$ cat src/rtl/sram_fifo_ctrl.sv
// rtl/sram_fifo_ctrl.sv - FWFT FIFO controller over a one-cycle-latency dual-port SRAM.
// Optional sticky error flags are built when SRAM_FIFO_ERR_EN is defined.
module sram_fifo_ctrl #(
  parameter int ADDR_SIZE = 4,
  parameter int DATA_SIZE = 32
) (
  input  logic                 clk,
  input  logic                 rst_n,
  input  logic                 in_valid,
  output logic                 in_ready,
  input  logic [DATA_SIZE-1:0] in_data,
  output logic                 out_valid,
  input  logic                 out_ready,
  output logic [DATA_SIZE-1:0] out_data,
  input  logic                 cfg_load,
  input  logic [ADDR_SIZE:0]   cfg_depth,
  output logic [ADDR_SIZE:0]   depth,
  output logic [ADDR_SIZE:0]   count,
  output logic                 full,
  output logic                 empty,
`ifdef SRAM_FIFO_ERR_EN
  output logic                 overflow_err,
  output logic                 underflow_err,
  output logic                 cfg_err,
`endif
  output logic                 write_enable,
  output logic [ADDR_SIZE-1:0] write_address,
  output logic [DATA_SIZE-1:0] write_data,
  output logic                 read_enable,
  output logic [ADDR_SIZE-1:0] read_address,
  input  logic [DATA_SIZE-1:0] read_data
);

  localparam logic [ADDR_SIZE:0]   MAX_DEPTH = {1'b1, {ADDR_SIZE{1'b0}}};
  localparam logic [ADDR_SIZE:0]   MIN_DEPTH = {{(ADDR_SIZE-1){1'b0}}, 2'b10};
  localparam logic [ADDR_SIZE-1:0] PTR_ONE   = {{(ADDR_SIZE-1){1'b0}}, 1'b1};
  localparam logic [ADDR_SIZE:0]   CNT_ONE   = {{ADDR_SIZE{1'b0}}, 1'b1};

  logic [ADDR_SIZE:0]   ram_count;
  logic                 inflight;
  logic [1:0]           stage_count;
  logic [ADDR_SIZE-1:0] wptr, rptr;
  logic [DATA_SIZE-1:0] head, tail;
  logic                 push, pop, rd, cfg_ok;
  logic [ADDR_SIZE:0]   cfg_clamped;
  logic [ADDR_SIZE-1:0] wptr_next, rptr_next;

  assign count = ram_count + {{ADDR_SIZE{1'b0}}, inflight}
               + {{(ADDR_SIZE-1){1'b0}}, stage_count};
  assign in_ready = (count < depth);
  assign full     = (count == depth);
  assign empty    = (count == '0);

  // The word returning from the SRAM is presented directly while it is in flight,
  // which is what gives the two-cycle push-to-out_valid latency.
  assign out_valid = (stage_count != 2'd0) || inflight;
  assign out_data  = (stage_count != 2'd0) ? head : (inflight ? read_data : '0);

  assign push = rst_n && in_valid && in_ready;
  assign pop  = out_valid && out_ready;
  assign rd   = (ram_count != '0) &&
                (({1'b0, stage_count} + {2'b00, inflight}) < (3'd2 + {2'b00, pop}));
  assign cfg_ok = cfg_load && (count == '0) && !push;

  assign write_enable  = push;
  assign write_address = push ? wptr : '0;
  assign write_data    = push ? in_data : '0;
  assign read_enable   = rd;
  assign read_address  = rd ? rptr : '0;

  assign wptr_next = ({1'b0, wptr} == depth - CNT_ONE) ? '0 : wptr + PTR_ONE;
  assign rptr_next = ({1'b0, rptr} == depth - CNT_ONE) ? '0 : rptr + PTR_ONE;

  always_comb begin
    cfg_clamped = cfg_depth;
    if (cfg_depth < MIN_DEPTH)
      cfg_clamped = MIN_DEPTH;
    else if (cfg_depth > MAX_DEPTH)
      cfg_clamped = MAX_DEPTH;
  end

  always_ff @(posedge clk or negedge rst_n) begin
    if (!rst_n) begin
      ram_count   <= '0;
      inflight    <= 1'b0;
      stage_count <= 2'd0;
      wptr        <= '0;
      rptr        <= '0;
      head        <= '0;
      tail        <= '0;
      depth       <= MAX_DEPTH;
    end else begin
      ram_count   <= ram_count + {{ADDR_SIZE{1'b0}}, push} - {{ADDR_SIZE{1'b0}}, rd};
      inflight    <= rd;
      stage_count <= stage_count + {1'b0, inflight} - {1'b0, pop};
      // A pop of an in-flight word with an empty stage consumes it without capture.
      if (pop) begin
        if (stage_count == 2'd2) begin
          head <= tail;
          if (inflight)
            tail <= read_data;
        end else if (stage_count == 2'd1 && inflight) begin
          head <= read_data;
        end
      end else if (inflight) begin
        if (stage_count == 2'd0)
          head <= read_data;
        else
          tail <= read_data;
      end
      if (cfg_ok) begin
        depth <= cfg_clamped;
        wptr  <= '0;
        rptr  <= '0;
      end else begin
        if (push)
          wptr <= wptr_next;
        if (rd)
          rptr <= rptr_next;
      end
    end
  end

`ifdef SRAM_FIFO_ERR_EN
  always_ff @(posedge clk or negedge rst_n) begin
    if (!rst_n) begin
      overflow_err  <= 1'b0;
      underflow_err <= 1'b0;
      cfg_err       <= 1'b0;
    end else begin
      if (in_valid && !in_ready)
        overflow_err <= 1'b1;
      if (out_ready && !out_valid)
        underflow_err <= 1'b1;
      if (cfg_load && !cfg_ok)
        cfg_err <= 1'b1;
    end
  end
`else
  // Error flags are not built in this configuration.
`endif

endmodule

$ cat config.mk
export PLATFORM = sky130hd
export DESIGN_NAME = sram_fifo_ctrl
export DESIGN_NICKNAME = d
export VERILOG_FILES = /design/src/rtl/sram_fifo_ctrl.sv
export SDC_FILE = /design/constraint.sdc
export NUM_CORES = 1
export LEC_CHECK = 0
export CAP_MARGIN = 20
export CORE_ASPECT_RATIO = 1.1
export CORE_MARGIN = 10
export CORE_UTILIZATION = 40
export DETAILED_ROUTE_END_ITERATION = 6
export PLACE_DENSITY = 0.77
export RECOVER_POWER = 25
export SLEW_MARGIN = 0
export SYNTH_ARGS = -nofsm -noshare
export SYNTH_HDL_FRONTEND = slang
export SYNTH_SLANG_ARGS = --single-unit
$ cat constraint.sdc
create_clock -name clk -period 8.5 [get_ports clk]
set_input_delay 2.125 -clock clk [delete_from_list [all_inputs] [get_ports clk]]
set_output_delay 2.125 -clock clk [all_outputs]
set_load 0.01 [all_outputs]
==> reports/results.txt, run 1 <==
The run finished, with violations left. The final reports fail on max-capacitance violations, max-slew violations. Buffers inserted to repair hold after CTS numbered 0. The number of max-slew violations in the final report came out at 51.

The run gives 0.00676 mm2 as the total cell area at the placement stage. The logs give 12.4% for the relative contribution of the clock network to total power and 0 for the number of hold-slack violations in the final timing report. After clock tree synthesis, the clock-pin slew on the worst setup and hold paths is 0.06 ns. The overall routed net length was 14000 um.

The top cell types in the final layout, fill and taps aside, are clkdlybuf4s50_1 (160), dfrtp_1 (84), nand2_1 (78). The number of clock sinks seen by CTS is 85. The tree is rooted in a clkbuf_16. The setup path with the least slack is of type register to output pin.

In this run the number of H-tree levels came out at 3. Synthesis inferred 85 register bits. Ratio of final minimum period to clock period: 81.9%.

Final hold analysis gives a worst-case slack of 0.502 ns. The floorplan step set the die width to 127 um. During synthesis, Yosys emitted a total of 0 warnings.

Via density per instance: 5.09. Measured against its own limit, the worst slew margin works out to -78.8%. In the final layout, the multi-input gates occupy 0.00269 mm2. Kind of path behind the tightest hold check: register to register. The share of total power dissipated in combinational logic is 62.4%.

The core region is 0.0125 mm2. Number of filler cells placed in the layout: 1075. The logs give 4 for the length of the first detailed-routing pass in iterations and 0 for the number of antenna cells inserted.

For this design the total switching power over the nets is 0.00129 W. For the data required time at the worst endpoint, the log shows 6.38 ns. For the static leakage power, the log shows 3.19 nW.

The vertical die dimension was 138 um. In this run the power density over the cells is 442 mW/mm2. 162 I/O pins were placed. The internal portion of the total power is 0.00183 W.

In the final layout, the share of cells above drive strength 1 is 10.1%. The tools report the area of the mapped netlist as 0.00505 mm2. The primary flip-flop cell chosen by synthesis mapping was dfrtp_1.

Layout overhead on the synthesized area: 39.7%. STA classifies the critical path endpoint as an output pin. Sequential fraction of the synthesis area: 42.1%. The max-capacitance violation count came out at 1. The number of buffers on the longest clock path came out at 2. The sequential power share was 25.2%.

Averaged over all synthesized cells, the footprint is 9.32 um2. The worst path needs 6.96 ns of the cycle, external delays included. Summing over every cut layer, the via total after detailed routing is 4325. Across the VDD grid, the largest voltage drop is 0.274 mV. The logs give 40.5% for the initial standard-cell utilization of the core and 10600 um for the detailed-placement wirelength estimate.

The tools report the data arrival time of the critical path as 4.84 ns. Adding up every negative setup slack in the final design gives 0 ns. Setup violations remaining at the end of the flow were counted as 0.

The tools report the remaining antenna violation count after routing as 0. Largest area contributor in the synthesized netlist: dfrtp_1. The number of buffer cells added on primary ports works out to 161. The highest fanout seen on the critical path was 39; the all-layer global routing usage was 15.7%. The run gives 0 as the quantity of gates resized following cts. Leading cell type in the layout, fill and taps excluded: clkdlybuf4s50_1. The synthesized design contains 0 enable-type register cells. For this run, the number of standard cells in the final layout without fillers is 850. The run gives 542 as the number of instances in the synthesized netlist. TritonCTS built the clock tree.

The overall die area is 0.0175 mm2, and the initial antenna violation count is 0. After routing the design area is 0.00706 mm2. The total congestion overflow is 0, and the clock latency reported for the late side of the worst-skew pair is 0.33 ns. The run gives 66 as the maximum number of pins on one net before global-route repair. The post-detailed-route DRC marker count is 0, and the TritonCTS buffer count is 9.

At the end of routability-driven placement, the weighted congestion stood at 0.834. The via count of the first global-routing pass is 4580, and the distinct cell type count of the synthesized netlist is 45. Counting flops with an async set or reset pin after synthesis yields a share of 100%. The top cell type by area accounts for 41.6% of the synthesized area. The switching fraction of total power is 41.4%. Number of buffers inserted by post-CTS setup repair: 0. After synthesis, the cell types taking the most area are dfrtp_1 (42%), mux2_2 (7.1%), mux2i_1 (6.7%). For this block, the initial DRC count from the detailed router was 307. After floorplanning, the core was divided into 43 placement rows. Timing would allow up to 0.144 GHz.

For the first-pass GRT wire length, the log shows 22800 um. The layout net count came out at 785. STA classifies the critical path startpoint as a register. In the final routed layout, each cell accounts on average for 16.5 um. The number of cells after detailed placement is 834. In the final layout, flip-flops and latches occupy 0.00213 mm2. Setup repair after global routing left no endpoint under its margin.

The actual transition at the worst max-transition pin is 2.68 ns. The number of nets in the synthesized netlist is 639. The tools report the maximum clock skew at final layout as 0.00449 ns.
## per-stage QoR
step / util [%] / total power [W] / worst slack [ns]
final: 56.6 / 0.00312 / 1.54
after floorplan: - / 0.00195 / 3.26
after detailed placement: 54.2 / 0.00275 / 1.69
after global routing: 56.6 / 0.00339 / 1.07
after CTS: 56.6 / 0.00316 / 1.46
after global placement: 54.2 / 0.00267 / 1.81
## cell families (layout without fill, tap and decap cells)
logic type	Yosys count	after routing	share of synthesized area [%]
AOI/OAI and AO/OA	91	91	10.6
xor gates and xnor gates	22	22	3.81
adders and majority gates	23	23	6.14
buffers and inverters	58	209	5.03
DFF	85	85	42.1
muxes	66	66	13.9
and+or+nand+nor	197	197	18.4
## area by class of cell
type | instances | area share, %
Timing Repair Buffer | 165 | 23.2
Multi-Input combinational cell | 399 | 38.2
Clock buffer | 10 | 3.38
Tap cell | 157 | 2.78
Clock inverter | 6 | 0.886
Inverter | 28 | 1.49
Sequential cell | 85 | 30.1
## cell usage after synthesis, types with 5 or more instances
| master | instances |
|---|---|
| dfrtp_1 | 84 |
| nand2_1 | 79 |
| nor2_1 | 51 |
| a21oi_1 | 38 |
| mux2i_1 | 34 |
| o21ai_0 | 33 |
| and2_1 | 32 |
| mux2_2 | 32 |
| inv_1 | 28 |
| ha_1 | 20 |
| xnor2_1 | 16 |
| clkbuf_1 | 15 |
| buf_2 | 12 |
| nand3_1 | 8 |
| xor2_1 | 6 |
| o21ai_2 | 5 |
## metal layers
| layer | up-vias | wire, um | track usage (%) |
|---|---|---|---|
| met5 | - | 0 | 0 |
| met3 | 13 | 1170 | 6.35 |
| met4 | 0 | 214 | 5.00 |
| li1 | 2112 | - | - |
| met2 | 143 | 6960 | 27.7 |
| met1 | 2057 | 5690 | 16.9 |
## worst paths after layout
check	startpoint	end	slack [ns]	cells past startpoint
max in group asynchronous	rst_n	tail[3]	3.83	2
worst max register to register	inflight	ram_count[4]	3.51	19
worst max-delay path	inflight	write_data[7]	1.54	13
worst min-delay path	tail[24]	tail[24]	0.50	1
worst min register to register	tail[24]	tail[24]	0.50	1
min in group asynchronous	rst_n	wptr[3]	1.76	1
## worst max-delay path: stages, from the launching register on
cell and delay (ns):
dfrtp_1 0.32, buf_4 0.40, fa_1 0.31, inv_1 0.07
fa_1 0.46, nand2b_1 0.20, xnor2_1 0.23, ha_1 0.31
a21oi_1 0.13, o21ai_1 0.09, or3_1 0.55, inv_1 0.67
and2_1 0.23, clkdlybuf4s50_1 0.55
## power groups by stage
stage	sequential (W)	combinational, W	clock, W
finish	0.000785	0.00195	0.000387
global placement	0.000769	0.00190	0
CTS	0.000782	0.00198	0.000395
global route	0.000810	0.00217	0.000414
floorplan	0.000745	0.00120	0
detailed placement	0.000787	0.00197	0
## state kept, by name (all words and copies together) (netlist names)
register	flops
stage_count	2
wptr	4
rptr	4
inflight	1
tail	32
depth	5
head	32
ram_count	5
Power figures use the tool's default switching activity.
==> run 2: changes to the inputs <==
==> constraint.sdc (replaced) <==
create_clock -name clk -period 6.64 [get_ports clk]
set_input_delay 1.66 -clock clk [delete_from_list [all_inputs] [get_ports clk]]
set_output_delay 1.66 -clock clk [all_outputs]
set_load 0.01 [all_outputs]
==> run 2 against run 1 <==
The run still ends with max-capacitance violations, max-slew violations left; global-route usage rose by 0.11 points; cell count rose by 0.35%; core utilization rose by 0.23 points; non-clock buffer count rose by 2; via count rose by 0.62%; routed wire length rose by 0.17%; critical path type unchanged.
==> reports/results.txt, run 2 (synthesis gave the netlist of run 1 again) <==
The vertical die dimension came out at 138 um (unchanged). Setup repair after global routing left no endpoint under its margin. For the number of DRC markers after the initial detailed-route iteration, the log shows 322 (was 307).

The run gives 0 (unchanged) as the total congestion overflow. The flow ran to the end, but the final reports show violations. The switching fraction of total power is 41.3% (was 41.4%).

The final setup TNS was 0 ns (unchanged). The data arrival time of the critical path was 4.49 ns (was 4.84 ns); the post-route worst setup slack was 0.491 ns (was 1.54 ns). The routability congestion estimate from global placement came out at 0.857 (was 0.834). The logs give 0.357 mV (was 0.274 mV) for the peak supply drop and 4533 (was 4580) for the via count of the first global-routing pass.

The critical path start-end classification was register to output pin (unchanged). Number of buffers on the longest clock path: 2 (unchanged). For the static leakage power, the log shows 3.21 nW (was 3.19 nW). The standard cell core area is 0.0125 mm2 (unchanged), and the layout net count is 787 (was 785).

The quantity of gates resized following cts is 0 (unchanged), and the maximum clock skew at final layout is 0.00597 ns (was 0.00449 ns). The clock-pin slew of the registers on the worst-case setup and hold paths works out to 0.06 ns (about the same). The sort of element at the end of the critical path was an output pin (unchanged). Sequential power share: 25.0% (was 25.2%).

The fraction of final layout cells with drive strength greater than 1 was 10.2% (was 10.1%). The logs give 62.8% (was 62.4%) for the share of power burned in combinational logic and 4352 (was 4325) for the count of vias placed by the detailed router. Most used cells in the layout excluding fill and tap cells: clkdlybuf4s50_1 (160), dfrtp_1 (84), nand2_1 (78) (unchanged).

The run gives 6 (was 4) as the length of the first detailed-routing pass in iterations. Failing checks: max-capacitance violations, max-slew violations (unchanged). The average detailed-routed wire length per instance was 16.5 um (about the same).

Dividing the final minimum period by the clock period gives 92.6%. Leading cell type in the layout, fill and taps excluded: clkdlybuf4s50_1 (unchanged). The run gives 0.00709 mm2 (was 0.00706 mm2) as the post-route standard cell area excluding fillers.

The power per unit of standard cell area was 566 mW/mm2 (was 442 mW/mm2); the all-layer global routing usage was 15.8% (was 15.7%). Max-capacitance violation count: 1 (unchanged). The kind of path behind the tightest hold check is register to register (unchanged). The worst reg-to-reg path cell count was 19 (unchanged); the overall routed net length was 14100 um (was 14000 um). The hold-critical path depth works out to 1 (unchanged). The H-tree depth reported by CTS was 3 (unchanged). The width of the die works out to 127 um (unchanged).

The via density per instance is 5.10 (was 5.09). Worst slack at placement: 0.797 ns (was 1.69 ns). The logs give 40.5% (unchanged) for the initial standard-cell utilization of the core and 0 (unchanged) for the number of hold-repair buffers added at the cts stage. The actual transition at the worst max-transition pin came out at 2.99 ns (was 2.68 ns). Worst slew margin relative to its limit: -99.5% (was -78.8%). The maximum number of pins on one net before global-route repair is 66 (unchanged), and the total of endpoints with negative setup slack in the final report is 0 (unchanged).

The layout overhead on the synthesized area was 40.3% (was 39.7%). Largest stage delay on the critical path: 0.59 ns (was 0.67 ns). The number of buffer cells added on primary ports came out at 161 (unchanged).

The tools report the total cell area at the placement stage as 0.00677 mm2 (was 0.00676 mm2). TritonCTS built the clock tree. The number of clock sinks seen by CTS came out at 85 (unchanged). The reported net switching power is 0.00165 W (was 0.00129 W). Number of buffers inserted by post-CTS setup repair: 0 (unchanged).

For the first-pass GRT wire length, the log shows 22900 um (was 22800 um). The clock latency reported for the late side of the worst-skew pair was 0.33 ns (about the same). The relative contribution of the clock network to total power was 12.3% (was 12.4%). The number of hold-slack violations in the final timing report is 0 (unchanged), and the total area of multi-input combinational cells is 0.00269 mm2 (unchanged).

The detailed-placement wirelength estimate was 10500 um (was 10600 um); the initial antenna violation count was 0 (unchanged). The TritonCTS buffer count is 9 (unchanged). The worst path needs 6.15 ns of the cycle, external delays included. The post-detailed-route DRC marker count was 0 (unchanged).

The number of max-slew violations in the final report was 57 (was 51). Sequence of cells on the critical path: fa_1 > inv_1 > fa_1 > nand2b_1 > xnor2_1 > ha_1 > a21oi_1 > o21ai_1 > or3_1 > inv_1 > and2_1 > clkdlybuf4s50_1 (was buf_4 > fa_1 > inv_1 > fa_1 > nand2b_1 > xnor2_1 > ha_1 > a21oi_1 > o21ai_1 > or3_1 > inv_1 > and2_1 > clkdlybuf4s50_1). Largest registers in the final layout: head: 32 flops, tail: 32 flops (unchanged).

Cell with the largest stage delay on the worst path: inv_1 (unchanged). Remaining antenna violation count after routing: 0 (unchanged). Timing would allow up to 0.163 GHz. For the count of standard-cell rows, the log shows 43 (unchanged). The highest fanout seen on the critical path is 34 (was 39), and the overall die area is 0.0175 mm2 (unchanged).

The sequential cell area is 0.00213 mm2 (unchanged). Clock root buffer master: clkbuf_16 (unchanged). The logs give 1109 (was 1075) for the number of filler cells placed in the layout and 0.00236 W (was 0.00183 W) for the internal power consumption.

Data required time at the worst endpoint: 4.98 ns (was 6.38 ns). Sort of element at the start of the critical path: a register (unchanged). The run gives 162 (unchanged) as the number of top-level pins.
## run 2: path summary, 6_finish.rpt
path | from | endpoint | slack [ns]
setup / recovery | stage_count[0] | write_data[0] | 0.49
hold / removal | tail[22] | tail[22] | 0.50
setup reg to reg | stage_count[0] | ram_count[4] | 1.79
hold reg to reg | tail[22] | tail[22] | 0.50
max in group asynchronous | rst_n | tail[20] | 2.21
min in group asynchronous | rst_n | wptr[0] | 1.25
## run 2: per-layer routing
metal / wire, um / part of all wire [%] / track usage [%] / vias to the layer above
met5: 0 / 0 / 0 / -
met4: 145 / 1.0 / 4.68 / 0
met3: 1270 / 9.0 / 6.65 / 9
met2: 7010 / 50 / 27.7 / 127
met1: 5630 / 40 / 17.2 / 2095
li1: - / - / - / 2121
## run 2: power groups by stage
| stage | Clock (W) | Combinational, W | Sequential (W) |
|---|---|---|---|
| 6_report | 0.000492 | 0.00252 | 0.00100 |
| 5_1_grt | 0.000523 | 0.00279 | 0.00104 |
| 4_1_cts | 0.000501 | 0.00254 | 0.00100 |
| 3_5_place_dp | 0 | 0.00252 | 0.00101 |
| 3_3_place_gp | 0 | 0.00244 | 0.000985 |
| 2_1_floorplan | 0 | 0.00154 | 0.000954 |
## run 2: critical path: cells and delay by family (launching register included)
kind / cells / cell delay (ns)
flops: 1 / 0.48
xor+xnor: 1 / 0.25
fa+ha+maj: 3 / 1.05
simple gates: 3 / 0.97
compound gates: 2 / 0.21
buf+inv: 3 / 1.20
## run 2: cell type report
class / count / share of cell area [%]
inverters: 28 / 1.48
well taps: 157 / 2.77
clock inverters: 5 / 0.706
diodes: 1 / 0.0353
clock buffers: 11 / 3.42
flip-flops and latches: 85 / 30.0
multi-input cells: 399 / 38.0
repair buffers: 167 / 23.6
## run 2: metrics by stage
stage,std cells,power (W),hold WS [ns],util [%]
final,853,0.00401,0.503,56.8
after global routing,852,0.00435,0.514,56.8
after detailed placement,835,0.00353,0.492,54.2
after global placement,835,0.00343,0.485,54.2
after CTS,851,0.00404,0.505,56.6
after floorplan,542,0.00249,0.479,-
==> run 3: changes to the inputs <==
==> constraint.sdc (replaced) <==
create_clock -name clk -period 6.64 [get_ports clk]
set_input_delay 1.66 -clock clk [delete_from_list [all_inputs] [get_ports clk]]
set_output_delay 1.66 -clock clk [all_outputs]
set_load 0.05 [all_outputs]
==> run 3 against run 2 <==
The flow still finishes with violations (max-capacitance violations, max-slew violations); clock skew increased by 0.0017 ns; first-iteration DRC count down 4.0%; cell area grew 4.5%; critical path type unchanged; highest routed layer unchanged.
==> reports/results.txt, run 3 (synthesis gave the netlist of run 1 again) <==
The run gives 1041 (was 1109) as the number of filler cells placed in the layout. The clock-pin slew of the registers on the worst-case setup and hold paths was 0.06 ns (about the same). The logs give 4 (was 6) for the length of the first detailed-routing pass in iterations and 0 ns (unchanged) for the final setup TNS. Sort of element at the end of the critical path: an output pin (unchanged). Initial antenna violation count: 0 (unchanged). The endpoint of the lowest-slack register-to-register path was ram_count[4] (unchanged). The ratio of final minimum period to clock period is 88.9% (was 92.6%). The number of hold-repair buffers added at the cts stage is 0 (unchanged). The launching point of the worst reg2reg path was stage_count[0] (unchanged). The tools report the layout net count as 787 (unchanged).

The logs give 4.24 ns (was 4.49 ns) for the data arrival time of the critical path and 10900 um (was 10500 um) for the detailed-placement wirelength estimate. Largest registers in the final layout: head: 32 flops, tail: 32 flops (unchanged). The number of DRC markers after the initial detailed-route iteration is 309 (was 322), and the max-capacitance violation count is 2 (was 1). For the number of max-slew violations in the final report, the log shows 88 (was 57). For the TritonCTS buffer count, the log shows 9 (unchanged). The clock root buffer master is clkbuf_16 (unchanged). The width of the die was 127 um (unchanged); the count of standard-cell rows was 43 (unchanged). The layout overhead on the synthesized area works out to 46.6% (was 40.3%). The number of buffer cells added on primary ports came out at 161 (unchanged).

The worst slew margin relative to its limit is -61.3% (was -99.5%), and the clock period minus final worst setup slack is 5.90 ns (was 6.15 ns). The number of buffers inserted by post-CTS setup repair was 0 (unchanged). The sequential cell area came out at 0.00213 mm2 (unchanged). Family of cells with the greatest summed delay on the critical path: simple AND/OR/NAND/NOR gates (was buffers and inverters). Via density per instance: 5.11 (was 5.10). The first-pass GRT wire length came out at 23700 um (was 22900 um). The logs give 0.0125 mm2 (unchanged) for the standard cell core area and 0.169 GHz (was 0.163 GHz) for the highest clock frequency the design can meet.

Kind of path behind the tightest hold check: register to register (unchanged). Sequence of cells on the critical path: fa_1 > inv_1 > fa_1 > nand2b_1 > xnor2_1 > ha_1 > a21oi_1 > o21ai_1 > or3_1 > inv_1 > and2_1 > buf_12 (was fa_1 > inv_1 > fa_1 > nand2b_1 > xnor2_1 > ha_1 > a21oi_1 > o21ai_1 > or3_1 > inv_1 > and2_1 > clkdlybuf4s50_1). The number of antenna cells inserted was 0 (was 1); the count of vias placed by the detailed router was 4352 (unchanged). The logs give 16.4% (was 15.8%) for the all-layer global routing usage and 0 (unchanged) for the post-detailed-route DRC marker count. The total of endpoints with negative setup slack in the final report was 0 (unchanged); the hold-critical path depth was 1 (unchanged). The total congestion overflow was 0 (unchanged). The tools report the total length of routed met3 wires as 1460 um (was 1270 um). The run finished, with violations left.

The tools report the launch point of the worst hold path as tail[0] (was tail[22]). The tools report the maximum number of pins on one net before global-route repair as 66 (unchanged). The actual transition at the worst max-transition pin was 2.42 ns (was 2.99 ns); the vertical die dimension was 138 um (unchanged). The logs give 5480 um (was 5630 um) for the detailed-route wire length on metal 1 and 0 (unchanged) for the quantity of gates resized following cts.

TritonCTS built the clock tree. The run gives 0 (unchanged) as the number of hold-slack violations in the final timing report. The overall die area is 0.0175 mm2 (unchanged).

The via count of the first global-routing pass came out at 4734 (was 4533). Setup repair after global routing left no endpoint under its margin. The number of clock sinks seen by CTS is 85 (unchanged), and the routed wire length on met2 is 7270 um (was 7010 um). The setup slack of the most critical reg-to-reg path was 1.90 ns (was 1.79 ns); the count of buffering cells on the critical path with inverters included was 3 (unchanged). The largest stage delay on the critical path is 0.73 ns (was 0.59 ns). The cell with the largest stage delay on the worst path is inv_1 (unchanged). Leading cell type in the layout, fill and taps excluded: clkdlybuf4s50_1 (unchanged).

Failing checks: max-capacitance violations, max-slew violations (unchanged). The maximum clock skew at final layout came out at 0.00767 ns (was 0.00597 ns). The worst reg-to-reg path cell count is 18 (was 19). The routability congestion estimate from global placement was 0.808 (was 0.857).

The average detailed-routed wire length per instance was 16.9 um (was 16.5 um); the total area of multi-input combinational cells was 0.00269 mm2 (unchanged). The hold path endpoint is tail[0] (was tail[22]). Number of top-level pins: 162 (unchanged).

Critical path start-end classification: register to output pin (unchanged). The remaining antenna violation count after routing was 0 (unchanged). The tools report the H-tree depth reported by CTS as 3 (unchanged). The clock latency reported for the late side of the worst-skew pair is 0.34 ns (was 0.33 ns). The initial standard-cell utilization of the core was 40.5% (unchanged).

Sort of element at the start of the critical path: a register (unchanged). The data required time at the worst endpoint is 4.98 ns (about the same), and the number of buffers on the longest clock path is 2 (unchanged). Most used cells in the layout excluding fill and tap cells: clkdlybuf4s50_1 (123), dfrtp_1 (84), nand2_1 (78) (was clkdlybuf4s50_1 (160), dfrtp_1 (84), nand2_1 (78)).

The fraction of final layout cells with drive strength greater than 1 was 15.4% (was 10.2%); the overall routed net length was 14400 um (was 14100 um). Highest fanout seen on the critical path: 39 (was 34). The topmost layer with routed signal wires was met4 (unchanged).
[run 3: changes by cell type in the layout (fill, tap and decap cells not counted)]
cell             change
clkdlybuf4s50_1     -37
buf_12              +34
buf_4                +2
clkinv_2             -2
inv_6                +2
buf_16               -1
clkbuf_1             +1
diode_2              -1
inv_8                +1
[run 3: area by class of cell]
type	instances	area share, %
multi-input cells	399	36.4
inverters	28	1.42
flip-flops and latches	85	28.7
well taps	157	2.65
clock inverters	6	0.929
repair buffers	167	26.7
clock buffers	10	3.23
[run 3: per-layer routing]
| layer | GRT usage [%] | vias up |
|---|---|---|
| met5 | 0 | - |
| met4 | 5.06 | 0 |
| met3 | 8.03 | 12 |
| met2 | 28.9 | 139 |
| met1 | 16.9 | 2097 |
| li1 | - | 2104 |
[run 3: per-stage QoR]
stage / util, % / setup WS (ns) / std cells / hold slack (ns) / cell area, um2
2_1_floorplan: - / 0.910 / 542 / 0.479 / 5050
3_3_place_gp: 56.8 / 1.15 / 835 / 0.485 / 7090
3_5_place_dp: 56.8 / 1.03 / 835 / 0.494 / 7090
4_1_cts: 59.3 / 0.691 / 851 / 0.509 / 7400
5_1_grt: 59.3 / 0.375 / 852 / 0.524 / 7410
6_report: 59.3 / 0.740 / 852 / 0.508 / 7410
[run 3: worst max path at each step]
stage	start	cells past startpoint	to
floorplan	stage_count[0]	11	write_address[0]
global placement	in_valid	6	write_data[21]
detailed placement	stage_count[0]	12	write_data[25]
CTS	stage_count[0]	12	write_data[17]
global route	stage_count[0]	12	write_data[25]
finish	stage_count[0]	12	write_data[25]
Power of run 3 is left out: the tool's default activity adds up to more than one toggle a clock period on the data nets, which glitch-free logic cannot reach.
